[config.mk]
export PLATFORM = sky130hd
export DESIGN_NAME = lcd_write_ctrl
export DESIGN_NICKNAME = d
export VERILOG_FILES = /design/src/rtl/lcd_write_ctrl.sv
export SDC_FILE = /design/constraint.sdc
export NUM_CORES = 1
export LEC_CHECK = 0
export BUFFER_PORTS_ARGS = -buffer_cell sky130_fd_sc_hd__buf_2
export CAP_MARGIN = 20
export CORE_MARGIN = 8
export CORE_UTILIZATION = 35
export CTS_BUF_LIST = sky130_fd_sc_hd__clkbuf_4
export CTS_CLUSTER_DIAMETER = 150
export DETAILED_ROUTE_END_ITERATION = 6
export SLEW_MARGIN = 20
export SYNTH_ARGS = -nofsm -noshare
export SYNTH_HDL_FRONTEND = slang
export SYNTH_SLANG_ARGS = --single-unit
[constraint.sdc]
create_clock -name clk -period 4.1 [get_ports clk]
set_clock_uncertainty 0.15 [all_clocks]
set_input_delay 0.615 -clock clk [delete_from_list [all_inputs] [get_ports clk]]
set_output_delay 0.615 -clock clk [all_outputs]
set_load 0.05 [all_outputs]
[src/rtl/lcd_write_ctrl.sv]
// HD44780-style LCD write controller: power-up wait, fixed four-byte init
// sequence, then single-byte requester writes with setup/enable/hold/exec timing.
module lcd_write_ctrl #(
  parameter int T_PWRUP = 1000000,
  parameter int T_SETUP = 4,
  parameter int T_EN    = 25,
  parameter int T_HOLD  = 4,
  parameter int T_EXEC  = 2500,
  parameter int T_CLEAR = 100000
) (
  input  logic        clk,
  input  logic        rst,
  input  logic        req_vld,
  input  logic        req_rs,
  input  logic [7:0]  req_data,
  output logic        req_rdy,
  output logic        done,
  output logic        init_done,
  output logic [31:0] io_lcd
);

  localparam logic [19:0] C_PWRUP = 20'(T_PWRUP);
  localparam logic [19:0] C_SETUP = 20'(T_SETUP);
  localparam logic [19:0] C_EN    = 20'(T_EN);
  localparam logic [19:0] C_HOLD  = 20'(T_HOLD);
  localparam logic [19:0] C_EXEC  = 20'(T_EXEC);
  localparam logic [19:0] C_CLEAR = 20'(T_CLEAR);

  typedef enum logic [2:0] {
    PWRUP, INIT_ISSUE, IDLE, SETUP, EN_HIGH, HOLD, EXEC
  } state_t;

  state_t      state, state_nxt;
  logic [19:0] cnt, cnt_nxt;
  logic [1:0]  init_idx, init_idx_nxt;
  logic        init_done_q, init_done_nxt;
  logic        rs_q, rs_nxt;
  logic [7:0]  data_q, data_nxt;
  logic        last;
  logic        drive;

  function automatic logic [7:0] init_byte(input logic [1:0] idx);
    case (idx)
      2'd0:    return 8'h38;
      2'd1:    return 8'h0C;
      2'd2:    return 8'h01;
      default: return 8'h06;
    endcase
  endfunction

  // Clear and home are the slow commands; everything else uses the short wait.
  function automatic logic [19:0] exec_len(input logic rs, input logic [7:0] d);
    if (!rs && (d == 8'h01 || d == 8'h02)) return C_CLEAR;
    return C_EXEC;
  endfunction

  always_ff @(posedge clk or posedge rst) begin
    if (rst) begin
      state       <= PWRUP;
      cnt         <= C_PWRUP;
      init_idx    <= 2'd0;
      init_done_q <= 1'b0;
      rs_q        <= 1'b0;
      data_q      <= 8'h00;
    end else begin
      state       <= state_nxt;
      cnt         <= cnt_nxt;
      init_idx    <= init_idx_nxt;
      init_done_q <= init_done_nxt;
      rs_q        <= rs_nxt;
      data_q      <= data_nxt;
    end
  end

  assign last    = (cnt == 20'd1);
  assign req_rdy = (state == IDLE) && init_done_q;

  // INIT_ISSUE presents the next init byte with EN low, so it is also that
  // byte's setup window; init bytes then share EN_HIGH/HOLD/EXEC with requests.
  always_comb begin
    state_nxt     = state;
    cnt_nxt       = cnt - 20'd1;
    init_idx_nxt  = init_idx;
    init_done_nxt = init_done_q;
    rs_nxt        = rs_q;
    data_nxt      = data_q;
    done          = 1'b0;
    unique case (state)
      PWRUP: begin
        if (last) begin
          state_nxt    = INIT_ISSUE;
          cnt_nxt      = C_SETUP;
          init_idx_nxt = 2'd0;
          rs_nxt       = 1'b0;
          data_nxt     = init_byte(2'd0);
        end
      end
      INIT_ISSUE, SETUP: begin
        if (last) begin
          state_nxt = EN_HIGH;
          cnt_nxt   = C_EN;
        end
      end
      IDLE: begin
        cnt_nxt = cnt;
        if (req_vld && req_rdy) begin
          state_nxt = SETUP;
          cnt_nxt   = C_SETUP;
          rs_nxt    = req_rs;
          data_nxt  = req_data;
        end
      end
      EN_HIGH: begin
        if (last) begin
          state_nxt = HOLD;
          cnt_nxt   = C_HOLD;
        end
      end
      HOLD: begin
        if (last) begin
          state_nxt = EXEC;
          cnt_nxt   = exec_len(rs_q, data_q);
        end
      end
      EXEC: begin
        if (last) begin
          if (init_done_q) begin
            done      = 1'b1;
            state_nxt = IDLE;
          end else if (init_idx == 2'd3) begin
            state_nxt     = IDLE;
            init_done_nxt = 1'b1;
          end else begin
            state_nxt    = INIT_ISSUE;
            cnt_nxt      = C_SETUP;
            init_idx_nxt = init_idx + 2'd1;
            rs_nxt       = 1'b0;
            data_nxt     = init_byte(init_idx + 2'd1);
          end
        end
      end
      default: begin
        state_nxt = PWRUP;
        cnt_nxt   = C_PWRUP;
      end
    endcase
  end

  assign init_done = init_done_q;
  assign drive     = (state == INIT_ISSUE) || (state == SETUP) ||
                     (state == EN_HIGH) || (state == HOLD);

  // Pins are gated by rst directly so EN drops the instant reset asserts.
  always_comb begin
    io_lcd = 32'h0;
    if (!rst) begin
      io_lcd[31] = 1'b1;
      io_lcd[10] = (state == EN_HIGH);
      if (drive) begin
        io_lcd[9]   = rs_q;
        io_lcd[7:0] = data_q;
      end
    end
  end

endmodule

Word level (Yosys, flattened, before mapping) --
Index checks and enable logic that the tools add are counted.
Operators by class: $add $sub $neg 2, eq/ne operators 20, muxes and demuxes 50, reductions and logical operators 18
Operators by type and width (number):
- 2-to-1 mux 20 bit | 9
- one-hot mux 20 bit (5 select lines) | 1
- 2-to-1 mux 8 bit | 7
- one-hot mux 8 bit (3 select lines) | 1
- == test 20 x 1 -> 1 bit, second input constant | 1
- subtractor 20 x 1 -> 20 bit, second input constant | 1
- 2-to-1 mux 3 bit | 6
- one-hot mux 3 bit (6 select lines) | 1
- one-hot mux 6 bit (3 select lines) | 1
- 2-to-1 mux 1 bit | 15
- 2-to-1 mux 2 bit | 7
- inequality test 2 bit, second input constant | 7
- AND reduction 6 bit | 2
- == test 3 bit, second input constant | 3
- == test 8 x 1 -> 1 bit, second input constant | 1
- == test 8 x 2 -> 1 bit, second input constant | 1
- == test 3 x 2 -> 1 bit, second input constant | 2
- AND reduction 5 bit | 1
- == test 2 bit, second input constant | 2
- logical OR 1 bit | 4
- one-hot mux 2 bit (2 select lines) | 1
- OR reduction 2 bit | 2
- == test 3 x 1 -> 1 bit, second input constant | 1
- logical AND 1 bit | 3
- 10 further kinds | 10
Storage, ports and cells: register bits 35, input port bits 12, output and inout bits 35, word-level logic and storage cells 96

Depth between registers and ports, before layout --
Gate-level depths: netlist of the first run.
word-level depth 9, gate-level depth with buffers 9, gate-level depth less buffers 8

Least setup slack after synthesis of the first run --
Ideal clock, no wire load.
path type register to output, start register cnt[7], end output done, arrival time 2286 ps, required time 3335 ps, setup slack 1049 ps, cell stages (with the launch flop) 7, buffers on the path 2, path through dfrtp_1 or4_4 or2_1 buf_6 nor2_1 clkbuf_1 and4_1
On the way: word-level cells in the longest chain between the ends 3
RTL lines:
- from (decl) | line 34 | logic [19:0] cnt, cnt_nxt;
- from (signal assigned) | line 67 | cnt <= cnt_nxt;
- == test 20 x 1 -> 1 bit | line 75 | assign last = (cnt == 20'd1);
- 2-to-1 mux 1 bit | line 126 | if (last) begin
- 2-to-1 mux 1 bit | line 88 | unique case (state)
- to (decl) | line 17 | output logic done,
Every way passes these cells.

Worst setup path after layout of the first run --
Ends and elaborated chain as after synthesis.

==> results.txt, run 1 <==
----------------------------------------------------
[Finish]
  Most common cell after layout, fill and taps aside ... sky130_fd_sc_hd__o21ai_0
  Area growth from synthesis to layout ... 8.242%
  Antenna diode count ... 0
  Final Non-Filler Cells ... roughly 430
  Leading cell types in the layout, fill and taps excluded ... sky130_fd_sc_hd__o21ai_0 (31), sky130_fd_sc_hd__dfrtp_1 (28), sky130_fd_sc_hd__nand2_1 (27)
  Fillcell total ... roughly 730
  Layout net count ... about 350
  Utilization after layout ... approximately two fifths
  Cell area after layout ... roughly 0.0027 mm^2
  Multi-input combinational cell area ... 0.001431 mm^2
  Layout cells sized above 1 ... between 15 and 20%
  Register cell area after layout ... approximately 880 um^2

[Floorplan]
  Die Height ... between 100 and 150 um
  Die Outline Area ... a little over 0.01 mm^2
  Io pins ... 47
  Die width ... about 100 um
  Number of core rows ... 31
  Floorplan Core Area ... a little over 0.007 mm^2
  Starting Density ... between 30% and 40%

[Setup path]
  R2r setup slk ... 1.09 ns
  Destination of the worst register-to-register timing path ... data_q[5]
  Crit path buffers/inverters ... 2
  Critical Path End ... done
  Cell-by-cell listing of the critical path ... or4_4, or2_1, nor2_1, buf_4, and4_1, buf_2
  Worst path required time ... 3.34 ns
  Cell family contributing the most delay on the critical path ... simple AND/OR/NAND/NOR gates
  Arrival time at the worst endpoint ... 2.52 ns
  Kind of start point of the critical path ... flip-flop
  Kind of end point of the critical path ... primary output
  Path depth of the worst reg2reg path ... 6
  Depth of the critical timing path with buffers and inverters included ... 6
  Worst setup path category ... reg2out
  R2r startpoint ... cnt[7]
  Maximum cell stage delay along the critical path ... slightly below 0.6 ns
  Critical path fanouts, max ... 13
  Crit. Startpoint ... cnt[7]
  Slowest-stage cell, CP ... sky130_fd_sc_hd__or4_4

[CTS]
  Buffer depth of the longest clock path ... 2
  Buffers inserted during post-CTS setup optimization ... 0
  TritonCTS clock tree ... yes
  Number of sinks driven by the clock tree ... 35
  TritonCTS Buffers ... 5
  Register clock-pin slew on the reported worst setup and hold paths ... 0.12 ns
  Depth of the CTS H-tree ... 2
  Root buf cell ... sky130_fd_sc_hd__clkbuf_4
  Number of buffers inserted by hold repair at cts ... 0
  Clock latency on the worst-skew pair ... 0.36 ns
  PostCTS Resize Cnt ... 0

[Detailed routing]
  Number of nets with antenna violations after routing ... 0
  Number of iterations in the first detailed-routing pass ... 4
  Number of vias per cell ... between 5 and 6
  Final routed wire length divided by cell count ... approximately 15 um
  Vias post-DR ... 2,291
  Total Routed Length ... 6282 um
  DRC Markers ... 0
  Number of violations reported at the end of detailed-routing iteration 0 ... about 150

[GRT]
  Overall Global Routing Usage ... a little over an eighth
  Initial antenna violation count ... 0
  Vias in the first global route ... approximately 2,200
  Pin count of the biggest net entering global routing ... 36
  Global-route wire length before repair ... about 11,000 um
  Global-route congestion overflow total ... 0

[Power and ir drop]
  Comb pwr share ... between 10 and 15%
  IR drop worst, VDD ... approximately 120 uV
  Net Sw Frac ... approximately 28%
  Leak pwr ... around 1.2 nW
  Power share of the sequential group ... 52.3%
  Internal power ... ~480 uW
  Relative contribution of the clock network to total power ... ~37%
  Power per standard cell area ... between 200 and 250 mW/mm^2
  Net switching power figure ... roughly 180 uW

[Logic synthesis]
  Synth top area share ... 27.81%
  Cell accounting for the most synthesized area ... sky130_fd_sc_hd__dfrtp_1
  Number of warnings issued by yosys ... 0
  Number of enable flip-flop cells after synthesis ... 0
  Top cells by area in the synthesized netlist ... sky130_fd_sc_hd__dfrtp_1 (28%), sky130_fd_sc_hd__dfstp_2 (7.3%), sky130_fd_sc_hd__buf_4 (6.3%)
  Prevailing post-synth register cell ... sky130_fd_sc_hd__dfrtp_1
  Unique cell type count in the Yosys netlist ... 52
  Async set-reset flop share out of synthesis ... 100.0%
  Number of instances in the synthesized netlist ... around 310
  Summed instance area of the synthesized netlist ... roughly 0.0025 mm^2
  Sequential fraction of the synthesis area ... 35.10%
  Syn_area_per_cell ... a little over 8 um^2
  FF+latch count, synth ... 35

[Outcome]
  Outcome ... completed

[Placed design]
  Port Buf Inserts ... 25
  Total instance count after detailed placement ... 424
  Instance area at placement ... 0.002651 mm^2
  DPL Wire Length ... 4732 um
  Final weighted congestion in routability-driven placement ... ~0.86

[STA]
  Setup repair after global routing missed its margin ... no
  Min cycle time layout ... about 3.3 ns
  Normalized max-slew margin ... 53.14%
  Post-route clock period utilization ... 80.20%
  Peak Freq ... 0.3041 GHz
  Number of setup violations in the final report ... 0
  Transition time at the pin with the least slew margin ... about 0.7 ns
  Setup tns final ... 0 ns
  Hold Vio Cnt, Final ... 0
  Pins Over Slew Limit ... 0

[Run]
  Maximum capacitance violations ... 0

[Hold path]
  Min-delay worst type ... in2async

----------------------------------------------------
==> worst register-to-register path: cells and delay by family, from the launching register on <==
kind | cells | cell delay [ns]
AND/OR/NAND/NOR | 4 | 1.77
flip-flops | 1 | 0.44
multiplexers | 1 | 0.38
AO/OA/AOI/OAI | 1 | 0.16
==> flip-flops by register name (all words and copies together) (netlist names) <==
name and flops:
init_idx 2, rs_q 1, cnt 20, init_done 1, data_q 8, state 3
==> layer usage <==
layer  global-route usage [%]  vias up  wire length, um  part of all wire [%]
met1                    17.13     1099             2923                    47
met3                    2.486       11              274                   4.4
met2                    21.19       60             2962                    47
met4                    5.000        0              121                   1.9
li1                         -     1121                -                     -
met5                        0        -                0                     0
==> worst min path at each step <==
| stage | start | to | cells after the start |
|---|---|---|---|
| 6_report | rst | cnt[5] | 3 |
| 3_5_place_dp | cnt[5] | cnt[5] | 1 |
| 2_1_floorplan | cnt[5] | cnt[5] | 1 |
| 4_1_cts | rst | cnt[10] | 3 |
| 5_1_grt | req_rs | rs_q | 3 |
| 3_3_place_gp | cnt[5] | cnt[5] | 1 |
==> cells in the mapped netlist (2+ instances only) <==
library cell / number
sky130_fd_sc_hd__nor2_1: 23
sky130_fd_sc_hd__dfrtp_1: 28
sky130_fd_sc_hd__nand2b_1: 6
sky130_fd_sc_hd__mux2_2: 5
sky130_fd_sc_hd__a31oi_1: 6
sky130_fd_sc_hd__nand4_1: 5
sky130_fd_sc_hd__o21ai_0: 31
sky130_fd_sc_hd__o211ai_1: 3
sky130_fd_sc_hd__mux2i_1: 2
sky130_fd_sc_hd__dfstp_2: 7
sky130_fd_sc_hd__nor4_1: 13
sky130_fd_sc_hd__xnor2_1: 3
sky130_fd_sc_hd__buf_4: 21
sky130_fd_sc_hd__nor3_1: 12
sky130_fd_sc_hd__nor2b_1: 4
sky130_fd_sc_hd__nand2_1: 27
sky130_fd_sc_hd__ha_1: 7
sky130_fd_sc_hd__a21oi_1: 18
sky130_fd_sc_hd__clkbuf_1: 13
sky130_fd_sc_hd__nand3_1: 18
sky130_fd_sc_hd__inv_1: 15
sky130_fd_sc_hd__and2_1: 10
sky130_fd_sc_hd__xor2_1: 2
sky130_fd_sc_hd__or3_1: 4
sky130_fd_sc_hd__o22ai_1: 2
==> cells by family (layout without fill, tap and decap cells) <==
| group | Yosys count | in the layout | share of synthesized area (%) |
|---|---|---|---|
| multiplexers | 7 | 7 | 3.029 |
| other | 1 | 21 | 0.1488 |
| AO/OA/AOI/OAI | 75 | 75 | 18.02 |
| XOR/XNOR | 5 | 5 | 1.738 |
| AND/OR/NAND/NOR | 131 | 131 | 27.41 |
| buffers and inverters | 51 | 52 | 11.07 |
| flip-flops | 35 | 35 | 35.10 |
| adder cells (fa/ha/maj) | 7 | 7 | 3.476 |
==> cell type report <==
| type | instances | area share (%) |
|---|---|---|
| tap | 99 | 4.541 |
| sequential | 35 | 32.43 |
| multi-input combinational | 246 | 52.48 |
| timing repair buffer | 29 | 5.688 |
| clock inverter | 3 | 1.422 |
| inverter | 15 | 2.064 |
| clock buffer | 5 | 1.376 |
==> through the flow <==
| step | setup WS [ns] | hold WS, ns | power (mW) |
|---|---|---|---|
| after floorplan | 1.049 | 0.3139 | 0.4241 |
| after global placement | 1.196 | 0.3353 | 0.4197 |
| after detailed placement | 1.111 | 0.3420 | 0.4198 |
| after CTS | 0.7996 | 0.3170 | 0.6670 |
| after global routing | 0.5904 | 0.3314 | 0.6887 |
| final | 0.8119 | 0.2926 | 0.6598 |
==> power by group through the flow <==
stage	combinational, mW	clock, mW	sequential, mW
2_1_floorplan	0.0723	0	0.352
6_report	0.0679	0.247	0.345
3_5_place_dp	0.0680	0	0.352
4_1_cts	0.0682	0.253	0.345
3_3_place_gp	0.0679	0	0.352
5_1_grt	0.0728	0.270	0.346
Note: power is estimated with default switching activity, not from simulation.
==> run 2, diff against run 1 <==
--- a/config.mk
+++ b/config.mk
@@ -5,6 +5,7 @@
 export SDC_FILE = /design/constraint.sdc
 export NUM_CORES = 1
 export LEC_CHECK = 0
+export ABC_AREA = 1
 export BUFFER_PORTS_ARGS = -buffer_cell sky130_fd_sc_hd__buf_2
 export CAP_MARGIN = 20
 export CORE_MARGIN = 8
==> constraint.sdc (replaced) <==
create_clock -name clk -period 2.7 [get_ports clk]
set_clock_uncertainty 0.15 [all_clocks]
set_input_delay 0.405 -clock clk [delete_from_list [all_inputs] [get_ports clk]]
set_output_delay 0.405 -clock clk [all_outputs]
set_load 0.05 [all_outputs]
==> results.txt, run 2 <==
----------------------------------------------------
[Outcome]
  Outcome ... completed (unchanged)

[Placed design]
  Port Buf Inserts ... 25 (unchanged)
  DPL Wire Length ... 5518 um (was 4732 um)
  Pre-CTS setup slack ... 0.4735 ns (was 1.111 ns)
  Final weighted congestion in routability-driven placement ... 0.8837 (was 0.8574)
  Instance area at placement ... 0.002894 mm^2 (was 0.002651 mm^2)

[Setup path]
  Crit path buffers/inverters ... 2 (unchanged)
  Path depth of the worst reg2reg path ... 10 (was 6)
  R2r startpoint ... cnt[0] (was cnt[7])
  Crit. Startpoint ... cnt[1] (was cnt[7])
  Kind of end point of the critical path ... primary output (unchanged)
  Maximum cell stage delay along the critical path ... 0.39 ns (was 0.58 ns)
  Cell-by-cell listing of the critical path ... inv_1, ha_1, nand3_1, nor2_1, nand3_1, nor2_1, clkbuf_4 (was or4_4, or2_1, nor2_1, buf_4, and4_1, buf_2)
  Critical Path End ... done (unchanged)
  Worst setup path category ... reg2out (unchanged)
  Destination of the worst register-to-register timing path ... cnt[12] (was data_q[5])
  Slowest-stage cell, CP ... sky130_fd_sc_hd__dfrtp_1 (was sky130_fd_sc_hd__or4_4)
  Worst path required time ... 2.14 ns (was 3.34 ns)
  R2r setup slk ... 0.68 ns (was 1.09 ns)
  Arrival time at the worst endpoint ... 1.96 ns (was 2.52 ns)
  Depth of the critical timing path with buffers and inverters included ... 7 (was 6)
  Cell family contributing the most delay on the critical path ... simple AND/OR/NAND/NOR gates (unchanged)
  Kind of start point of the critical path ... flip-flop (unchanged)
  Critical path fanouts, max ... 6 (was 13)

[Logic synthesis]
  Summed instance area of the synthesized netlist ... 0.002729 mm^2 (was 0.002520 mm^2)
  Number of instances in the synthesized netlist ... 402 (was 312)
  Prevailing post-synth register cell ... sky130_fd_sc_hd__dfrtp_1 (unchanged)
  Number of enable flip-flop cells after synthesis ... 0 (unchanged)
  Async set-reset flop share out of synthesis ... 100.0% (unchanged)
  Cell accounting for the most synthesized area ... sky130_fd_sc_hd__dfrtp_1 (unchanged)
  FF+latch count, synth ... 35 (unchanged)
  Number of warnings issued by yosys ... 0 (unchanged)
  Syn_area_per_cell ... 6.788 um^2 (was 8.077 um^2)
  Unique cell type count in the Yosys netlist ... 34 (was 52)
  Commonest cells in the synthesized netlist ... sky130_fd_sc_hd__nand2_1 (106), sky130_fd_sc_hd__nor2_1 (55), sky130_fd_sc_hd__inv_1 (46), sky130_fd_sc_hd__nand3_1 (30), sky130_fd_sc_hd__dfrtp_1 (28) (was sky130_fd_sc_hd__o21ai_0 (31), sky130_fd_sc_hd__dfrtp_1 (28), sky130_fd_sc_hd__nand2_1 (27), sky130_fd_sc_hd__nor2_1 (23), sky130_fd_sc_hd__buf_4 (21))
  Sequential fraction of the synthesis area ... 32.42% (was 35.10%)
  Dominant cell by count in the synthesized netlist ... sky130_fd_sc_hd__nand2_1 (was sky130_fd_sc_hd__o21ai_0)
  Top cells by area in the synthesized netlist ... sky130_fd_sc_hd__dfrtp_1 (26%), sky130_fd_sc_hd__nand2_1 (15%), sky130_fd_sc_hd__nor2_1 (7.6%) (was sky130_fd_sc_hd__dfrtp_1 (28%), sky130_fd_sc_hd__dfstp_2 (7.3%), sky130_fd_sc_hd__buf_4 (6.3%))
  Synth top area share ... 25.68% (was 27.81%)

[Power and ir drop]
  Comb pwr share ... 9.7% (was 10.3%)
  Total power ... 1.004 mW (was 659.8 uW)
  Net switching power figure ... 278.7 uW (was 182.2 uW)
  Power per standard cell area ... 336.7 mW/mm^2 (was 241.9 mW/mm^2)
  IR drop worst, VDD ... 152.7 uV (was 121.5 uV)
  Power share of the sequential group ... 52.2% (was 52.3%)
  Relative contribution of the clock network to total power ... 38.1% (was 37.4%)
  Net Sw Frac ... 27.75% (was 27.61%)
  Internal power ... 725.6 uW (was 477.7 uW)
  Leak pwr ... 1.483 nW (was 1.173 nW)

[GRT]
  Global-route congestion overflow total ... 0 (unchanged)
  Global-route wire length before repair ... 11,680 um (was 10,840 um)
  Initial antenna violation count ... 0 (unchanged)
  Vias in the first global route ... 2,480 (was 2,211)
  Pin count of the biggest net entering global routing ... 35 (was 36)
  Overall Global Routing Usage ... 12.80% (was 13.23%)

[Floorplan]
  Die width ... 104.3 um (was 100.9 um)
  Die Height ... 104.3 um (was 100.9 um)
  Io pins ... 47 (unchanged)
  Floorplan Core Area ... 0.007647 mm^2 (was 0.007098 mm^2)
  Number of core rows ... 32 (was 31)
  Die Outline Area ... 0.01088 mm^2 (was 0.01017 mm^2)
  Starting Density ... 35.68% (was 35.50%)

[Finish]
  Cell area after layout ... 0.002983 mm^2 (was 0.002728 mm^2)
  Antenna diode count ... 0 (unchanged)
  Most common cell after layout, fill and taps aside ... sky130_fd_sc_hd__nand2_1 (was sky130_fd_sc_hd__o21ai_0)
  Area growth from synthesis to layout ... 9.308% (was 8.242%)
  Biggest register ... cnt (unchanged)
  Largest register FFs ... 20 (unchanged)
  Registers with the highest flip-flop counts ... cnt (20), data_q (8), state (3) (unchanged)
  Leading cell types in the layout, fill and taps excluded ... sky130_fd_sc_hd__nand2_1 (106), sky130_fd_sc_hd__nor2_1 (55), sky130_fd_sc_hd__inv_1 (45) (was sky130_fd_sc_hd__o21ai_0 (31), sky130_fd_sc_hd__dfrtp_1 (28), sky130_fd_sc_hd__nand2_1 (27))
  Layout cells sized above 1 ... 17.09% (was 15.62%)
  Layout net count ... 451 (was 351)

[Detailed routing]
  Vias post-DR ... 2,497 (was 2,291)
  Total Routed Length ... 6941 um (was 6282 um)
  Number of vias per cell ... 4.667 (was 5.303)
  Number of violations reported at the end of detailed-routing iteration 0 ... 88 (was 146)
  Number of nets with antenna violations after routing ... 0 (unchanged)
  Top Layer Used ... met4 (unchanged)
  Amount of wire on met3 after detailed routing ... 456 um (was 274 um)
  Met1 WL ... 3329 um (was 2923 um)
  Final routed wire length divided by cell count ... 12.97 um (was 14.54 um)
  Detailed route wirelength on metal2 ... 3087 um (was 2962 um)
  DRC Markers ... 0 (unchanged)
  Number of iterations in the first detailed-routing pass ... 4 (unchanged)

[STA]
  Hold Vio Cnt, Final ... 0 (unchanged)
  Setup repair after global routing missed its margin ... no (unchanged)
  Final hold slack ... 0.1425 ns (was 0.2926 ns)
  Post-route clock period utilization ... a little over 90%
  Peak Freq ... between 0.3 and 0.4 GHz
  Min cycle time layout ... 2.511 ns
  Setup tns final ... 0 ns (unchanged)
  Final worst slack ... 0.1886 ns (was 0.8119 ns)
  Pins Over Slew Limit ... 0 (unchanged)
  Number of setup violations in the final report ... 0 (unchanged)

[CTS]
  Register clock-pin slew on the reported worst setup and hold paths ... 0.11 ns (was 0.12 ns)
  Number of sinks driven by the clock tree ... 35 (unchanged)
  Buffers inserted during post-CTS setup optimization ... 0 (unchanged)
  TritonCTS clock tree ... yes (unchanged)
  TritonCTS Buffers ... 5 (unchanged)
  Clock latency on the worst-skew pair ... 0.35 ns (was 0.36 ns)
  Buffer depth of the longest clock path ... 2 (unchanged)
  Root buf cell ... sky130_fd_sc_hd__clkbuf_4 (unchanged)
  Depth of the CTS H-tree ... 2 (unchanged)

[Hold path]
  Min-delay worst type ... in2reg (was in2async)

[Run]
  Maximum capacitance violations ... 0 (unchanged)

----------------------------------------------------
run 2: changes by cell type in the layout (fill, tap and decap cells not counted), moves of 12 or more:
cell                      before  now
sky130_fd_sc_hd__nand2_1      27  106
sky130_fd_sc_hd__o21ai_0      31   19
sky130_fd_sc_hd__nor4_1       13    0
sky130_fd_sc_hd__nor2_1       23   55
sky130_fd_sc_hd__inv_1        15   45
sky130_fd_sc_hd__nand3_1      18   30
run 2: timing repair:
| item | CTS | global route |
|---|---|---|
| hold buffers | 1 | 0 |
| setup endpoints to repair | 0 | 7 |
| endpoints found under the hold margin | 1 | 0 |
| gates resized for setup | 0 | 2 |
run 2: worst reg2reg max path, cell delays in order (launching register included):
cell and delay (ns):
sky130_fd_sc_hd__dfrtp_1 0.44, sky130_fd_sc_hd__inv_1 0.11, sky130_fd_sc_hd__ha_1 0.27, sky130_fd_sc_hd__nand2_1 0.17
sky130_fd_sc_hd__nor2_1 0.17, sky130_fd_sc_hd__nand2_1 0.13, sky130_fd_sc_hd__nor3_1 0.22, sky130_fd_sc_hd__nand2_1 0.08
sky130_fd_sc_hd__nand2_1 0.06, sky130_fd_sc_hd__nand2_1 0.04, sky130_fd_sc_hd__a21oi_1 0.11
run 2: worst min-delay path by stage:
stage	start	endpoint	slack [ns]	cells after the start
floorplan	cnt[7]	cnt[7]	0.32	2
global placement	rst	data_q[3]	0.25	2
detailed placement	rst	data_q[3]	0.26	2
CTS	req_data[6]	data_q[6]	0.14	3
global route	req_data[6]	data_q[6]	0.15	3
finish	req_data[6]	data_q[6]	0.14	3
run 2: kinds of logic after synthesis:
| kind of cell | after synthesis | synth area share [%] |
|---|---|---|
| fa+ha+maj | 7 | 3.209 |
| simple gates | 225 | 36.22 |
| buf+inv | 79 | 14.31 |
| other cells | 1 | 0.1374 |
| xor+xnor | 10 | 3.210 |
| flops | 35 | 32.42 |
| compound gates | 45 | 10.50 |
run 2: layout make-up:
class,count,area (um^2)
Sequential cell,35,884.6
Timing Repair Buffer,29,160.2
Inverter,53,205.2
Clock inverter,3,38.79
Multi-Input combinational cell,308,1529
Clock buffer,5,37.54
Tap cell,102,127.6
Fill cell,838,4664
run 2: per-layer routing:
layer	vias to the layer above	GRT usage, %
met5	-	0
met4	0	2.896
met3	8	3.284
met2	78	20.40
met1	1117	16.84
li1	1294	-
run 2: power groups by stage:
stage / Clock (mW) / Combinational, mW / Sequential, mW
3_3_place_gp: 0 / 0.0962 / 0.534
5_1_grt: 0.409 / 0.104 / 0.525
6_report: 0.382 / 0.0975 / 0.525
4_1_cts: 0.394 / 0.0976 / 0.525
2_1_floorplan: 0 / 0.104 / 0.534
3_5_place_dp: 0 / 0.0964 / 0.534
run 2: stage by stage:
step | utilization, % | std cells
after floorplan | - | 422
after global placement | 37.84 | 526
after detailed placement | 37.84 | 526
after CTS | 38.97 | 535
after global routing | 39.01 | 535
final | 39.01 | 535
